### config.mk
export PLATFORM = sky130hd
export DESIGN_NAME = wb_dma_master
export DESIGN_NICKNAME = d
export VERILOG_FILES = /design/src/rtl/wb_dma_pkg.sv /design/src/rtl/wb_ack_timer.sv /design/src/rtl/wb_dma_master.sv
export SDC_FILE = /design/constraint.sdc
export NUM_CORES = 1
export LEC_CHECK = 0
export ABC_AREA = 1
export BUFFER_PORTS_ARGS = -buffer_cell sky130_fd_sc_hd__buf_2
export CORE_UTILIZATION = 30
export CTS_CLUSTER_SIZE = 28
export DETAILED_ROUTE_END_ITERATION = 16
export SYNTH_ARGS = -nofsm -noshare
export SYNTH_HDL_FRONTEND = slang
export SYNTH_HIERARCHICAL = 1
export SYNTH_SLANG_ARGS = --single-unit
### constraint.sdc
create_clock -name wb_clk_i -period 2.5 [get_ports wb_clk_i]
set_input_delay 0.5 -clock wb_clk_i [delete_from_list [all_inputs] [get_ports wb_clk_i]]
set_output_delay 0.5 -clock wb_clk_i [all_outputs]
set_load 0.01 [all_outputs]
### src/rtl/wb_dma_pkg.sv
// wb_dma_pkg: state encoding and bus constants shared by the Wishbone DMA master
package wb_dma_pkg;
   localparam logic [2:0] ST_IDLE   = 3'd0;
   localparam logic [2:0] ST_RD     = 3'd1;
   localparam logic [2:0] ST_RD_GAP = 3'd2;
   localparam logic [2:0] ST_WR     = 3'd3;
   localparam logic [2:0] ST_WR_GAP = 3'd4;
   localparam logic [2:0] ST_DONE   = 3'd5;
   typedef enum logic [2:0] {
      IDLE   = ST_IDLE,
      RD     = ST_RD,
      RD_GAP = ST_RD_GAP,
      WR     = ST_WR,
      WR_GAP = ST_WR_GAP,
      DONE   = ST_DONE
   } state_t;
   localparam logic [3:0]  WB_SEL_ALL  = 4'hF;
   localparam logic [31:0] WORD_STRIDE = 32'd4;
endpackage

### src/rtl/wb_ack_timer.sv
// wb_ack_timer: counts stalled strobe cycles and flags the TIMEOUT-th one
module wb_ack_timer #(
   parameter int TIMEOUT = 255
) (
   input  logic clk,
   input  logic rst,
   input  logic clr,
   input  logic en,
   output logic expired
);
   localparam int CW = $clog2(TIMEOUT + 1);
   logic [CW-1:0] cnt;
   always_ff @(posedge clk)
      if (rst || clr) cnt <= '0;
      else if (en) cnt <= cnt + CW'(1);
   // an acked cycle never has en set, so a same-cycle ack wins over expiry
   assign expired = en && (cnt == CW'(TIMEOUT - 1));
endmodule

### src/rtl/wb_dma_master.sv
// wb_dma_master: Wishbone classic master copying len words from src to dst, one read then one write per word
module wb_dma_master
   import wb_dma_pkg::*;
#(
   parameter int LEN_W   = 10,
   parameter int TIMEOUT = 255
) (
   input  logic             wb_clk_i,
   input  logic             wb_rst_i,
   input  logic             start_i,
   input  logic [31:0]      src_adr_i,
   input  logic [31:0]      dst_adr_i,
   input  logic [LEN_W-1:0] len_i,
   output logic             busy_o,
   output logic             done_o,
   output logic             err_o,
   output logic [LEN_W-1:0] words_o,
   output logic             wbm_cyc_o,
   output logic             wbm_stb_o,
   output logic             wbm_we_o,
   output logic [3:0]       wbm_sel_o,
   output logic [31:0]      wbm_adr_o,
   output logic [31:0]      wbm_dat_o,
   input  logic [31:0]      wbm_dat_i,
   input  logic             wbm_ack_i
);
   state_t state, state_nx;
   logic [31:0] src_q, dst_q, data_q;
   logic [LEN_W-1:0] len_q, words_q;
   logic err_q, expired;
   wb_ack_timer #(.TIMEOUT(TIMEOUT)) u_timer (
      .clk(wb_clk_i),
      .rst(wb_rst_i),
      .clr(!wbm_stb_o),
      .en(wbm_stb_o && !wbm_ack_i),
      .expired(expired)
   );
   always_ff @(posedge wb_clk_i)
      if (wb_rst_i) begin
         state   <= IDLE;
         src_q   <= '0;
         dst_q   <= '0;
         data_q  <= '0;
         len_q   <= '0;
         words_q <= '0;
         err_q   <= 1'b0;
      end else begin
         state <= state_nx;
         if (state == IDLE && start_i) begin
            src_q   <= src_adr_i & ~32'h3;
            dst_q   <= dst_adr_i & ~32'h3;
            len_q   <= len_i;
            words_q <= '0;
            err_q   <= 1'b0;
         end
         if (state == RD && wbm_ack_i) begin
            data_q <= wbm_dat_i;
            src_q  <= src_q + WORD_STRIDE;
         end
         if (state == WR && wbm_ack_i) begin
            dst_q   <= dst_q + WORD_STRIDE;
            words_q <= words_q + LEN_W'(1);
         end
         if (expired) err_q <= 1'b1;
      end
   always_comb begin
      state_nx  = state;
      wbm_cyc_o = 1'b0;
      wbm_stb_o = 1'b0;
      wbm_we_o  = 1'b0;
      wbm_sel_o = '0;
      wbm_adr_o = '0;
      wbm_dat_o = '0;
      case (state)
         IDLE:   if (start_i) state_nx = (len_i == '0) ? DONE : RD;
         RD: begin
            wbm_cyc_o = 1'b1;
            wbm_stb_o = 1'b1;
            wbm_sel_o = WB_SEL_ALL;
            wbm_adr_o = src_q;
            state_nx  = wbm_ack_i ? RD_GAP : (expired ? IDLE : RD);
         end
         RD_GAP: state_nx = WR;
         WR: begin
            wbm_cyc_o = 1'b1;
            wbm_stb_o = 1'b1;
            wbm_we_o  = 1'b1;
            wbm_sel_o = WB_SEL_ALL;
            wbm_adr_o = dst_q;
            wbm_dat_o = data_q;
            state_nx  = wbm_ack_i ? WR_GAP : (expired ? IDLE : WR);
         end
         WR_GAP: state_nx = (words_q == len_q) ? DONE : RD;
         DONE:   state_nx = IDLE;
         default: state_nx = IDLE;
      endcase
   end
   assign busy_o  = state != IDLE;
   assign done_o  = state == DONE;
   assign err_o   = err_q;
   assign words_o = words_q;
endmodule

==> impl_metrics.yaml <==
outcome:
  outcome: "finished, final reports clean"
timing:
  finalSetupViolCount: 0
  timing_hold_violations_final: 0
  final.period_utilization_pct: 99.3
  worstMarginPinSlew_ps: 509
  rsz_0062_raised_after_global_routing: "yes"
  fmax_mhz: 403
  slew_violations: 0
  holdWs_ps: 333
  final_period_minus_worst_setup_slack_ps: 2480
  finalClockSkew_ps: 8.04
  worst_slew_slack_as_a_fraction_of_its_limit_pct: 66.1
floorplanning:
  floorplan.initialDensity_pct: 30.8
  die_height_um: 161
  row_count: 57
  overall_die_width_um: 161
  top_level_ports: 194
  design.core.area_um2: 24500
  die-area_um2: 25800
grt:
  globalRouteTotalUtil_pct: 19.2
  grt_pass1_wl_um: 38700
  grt_pass1_vias: 7432
  grt_remaining_overflow: 0
  number_of_antenna_violations_at_the_first_check_in_global_routing: 0
  pin_count_of_the_biggest_net_entering_global_routing: 42
detailed_routing:
  detailedRoute.firstPassIterationCount: 5
  route.detailed.drc: 0
  dr_total_vias: 8099
  drt_first_iter_violations: 533
  routed_wirelength_um: 24700
  vias_per_cell: 4.72
  drt.antenna.violating_nets: 0
  wire_per_inst_um: 14.4
clocking:
  clk_root_buffer_cell: "sky130_fd_sc_hd__clkbuf_16"
  clock_path_buffers: 2
  clk_latency_ps: 420
  clock_sink_count: 124
  clkTransAtPathRegs_ps: 60
  htreeDepth: 4
  post_cts_setup_buffers: 0
  tritoncts: "done"
  cts_buffers: 17
power:
  cellLeakagePower_nw: 3.92
  worst_ir_drop_vdd_mv: 0.319
  p_per_area_nw_per_um2: 586
critical_path:
  end_kind: "primary output"
  worst_ep_required_time_ps: 2000
  critPathLaunchType: "flop"
  setup.worst_path.class: "reg2out"
  arrival_ps: 1980
  timing.critical_path.fanout_max: 18
placement:
  port_buffers: 187
  placement.cell_area_um2: 8640
  place_hpwl_um: 19000
  place_congestion: 0.932
cells_and_area:
  layout-area-overhead-vs-synth_pct: 22.2
  layout_commonest_cell: "sky130_fd_sc_hd__nand2_1"
  antennaDiodeCount: 0
  top_library_cells_by_usage_in_the_layout_fill_and_taps_aside: "sky130_fd_sc_hd__nand2_1, sky130_fd_sc_hd__buf_2, sky130_fd_sc_hd__nor2_1, sky130_fd_sc_hd__inv_1, sky130_fd_sc_hd__dfxtp_1"
  final_cell_area_excluding_filler_cells_um2: 9230
  nNetsFinal: 1494
  drive_above_1_share_pct: 19.1
yosys:
  average_cell_area_after_synthesis_um2: 6.20
  synth-seq-area-share_pct: 32.9
  ys_async_sr_fraction_pct: 0
  synth-seq-cells: 124
  synth-warning-count: 6
  number_of_enable_type_register_cells_in_the_synthesized_netlist: 0
  synthesis.instances: 1218
  post_synth_num_cell_types: 39
  netlist_area_um2: 7550
  ys.flop_type: "sky130_fd_sc_hd__dfxtp_1"
job:
  max_cap_violations: 0
worst_hold_path:
  min_path_type: "in2reg"
-- critical path, cell delays in order (launching register included) --
cell and delay [ps]:
sky130_fd_sc_hd__dfxtp_1 460, sky130_fd_sc_hd__inv_2 100, sky130_fd_sc_hd__nor2_4 200, sky130_fd_sc_hd__inv_2 130
sky130_fd_sc_hd__buf_4 230, sky130_fd_sc_hd__o22ai_1 250, sky130_fd_sc_hd__buf_2 190
-- area by class of cell --
class	instances	area [um^2]
sequential	124	2480
inverter	162	611
fill	2715	15300
clock buffer	18	439
multi-input combinational	876	4110
tap	324	405
timing repair buffer	198	1050
clock inverter	14	136
-- worst paths after layout --
path | from | end | slack (ps) | cells past startpoint
min | len_i[4] | len_q[4] | 330 | 3
min reg2reg | data_q[30] | data_q[30] | 450 | 2
max reg2reg | src_q[3] | src_q[22] | 490 | 12
max | state[1] | wbm_adr_o[21] | 20 | 6
-- sequential cells by signal (all words and copies together) (netlist names) --
register / cells
len_q: 10
data_q: 32
state: 3
words_o: 10
src_q: 30
err_o: 1
dst_q: 30
u_timer/cnt: 8
-- synth_stat cells, types with 5 or more instances --
master	n	share of area, %
sky130_fd_sc_hd__clkbuf_1	17	0.84
sky130_fd_sc_hd__a21oi_1	102	6.8
sky130_fd_sc_hd__inv_1	152	7.6
sky130_fd_sc_hd__dfxtp_1	124	33
sky130_fd_sc_hd__o21ai_0	81	5.4
sky130_fd_sc_hd__nand3_1	64	4.2
sky130_fd_sc_hd__nor2_1	174	8.6
sky130_fd_sc_hd__o22ai_1	24	2.0
sky130_fd_sc_hd__buf_2	11	0.73
sky130_fd_sc_hd__nand2_1	329	16
sky130_fd_sc_hd__a31oi_1	12	0.99
sky130_fd_sc_hd__buf_6	10	1.5
sky130_fd_sc_hd__inv_2	8	0.40
sky130_fd_sc_hd__nor3_1	6	0.40
sky130_fd_sc_hd__ha_1	5	0.83
sky130_fd_sc_hd__nand2_4	8	1.2
sky130_fd_sc_hd__xor2_1	12	1.4
sky130_fd_sc_hd__nor2_4	6	0.89
sky130_fd_sc_hd__xnor2_1	7	0.81
sky130_fd_sc_hd__o211ai_1	6	0.60
sky130_fd_sc_hd__nand4_1	16	1.3
sky130_fd_sc_hd__buf_4	16	1.6
-- power by group --
group | switching (mW) | internal [mW] | leakage (nW) | total [mW]
combinational | 0.491 | 0.277 | 2.63 | 0.769
sequential | 0.114 | 2.10 | 1.02 | 2.22
clock | 1.01 | 1.41 | 0.280 | 2.43
-- metrics by stage --
step | setup WS, ps | TNS, ps | std cells | total power [mW] | util [%]
global placement | 487 | 0 | 1684 | 3.02 | 35.2
CTS | 8.98 | 0 | 1716 | 5.47 | 37.6
floorplan | 699 | 0 | 1219 | 2.77 | -
global route | -35.8 | -118 | 1716 | 5.68 | 37.6
detailed placement | 446 | 0 | 1684 | 3.03 | 35.2
finish | 17.6 | 0 | 1716 | 5.41 | 37.6
-- routing by layer --
| layer | wire [um] | track usage [%] | vias up |
|---|---|---|---|
| met2 | 11500 | 31.5 | 227 |
| met4 | 926 | 9.39 | 0 |
| li1 | - | - | 4200 |
| met5 | 0 | 0 | - |
| met1 | 11100 | 24.4 | 3628 |
| met3 | 1120 | 2.92 | 44 |
-- cells by family (layout without fill, tap and decap cells) --
family / Yosys count / in the layout / share of synthesized area, %
other: 1 / 2 / 0.0497
buffers and inverters: 219 / 392 / 12.9
AO/OA/AOI/OAI: 236 / 236 / 16.9
flip-flops: 124 / 124 / 32.9
AND/OR/NAND/NOR: 614 / 614 / 34.3
adder cells (fa/ha/maj): 5 / 5 / 0.828
XOR/XNOR: 19 / 19 / 2.20
-- timing repair --
item                                    4_1_cts  5_1_grt
pin swaps                                     0        0
gates resized for setup                       1        4
endpoints found under the setup margin        1       39
hold buffers                                  0        0
(Power assumes the default switching activity.)
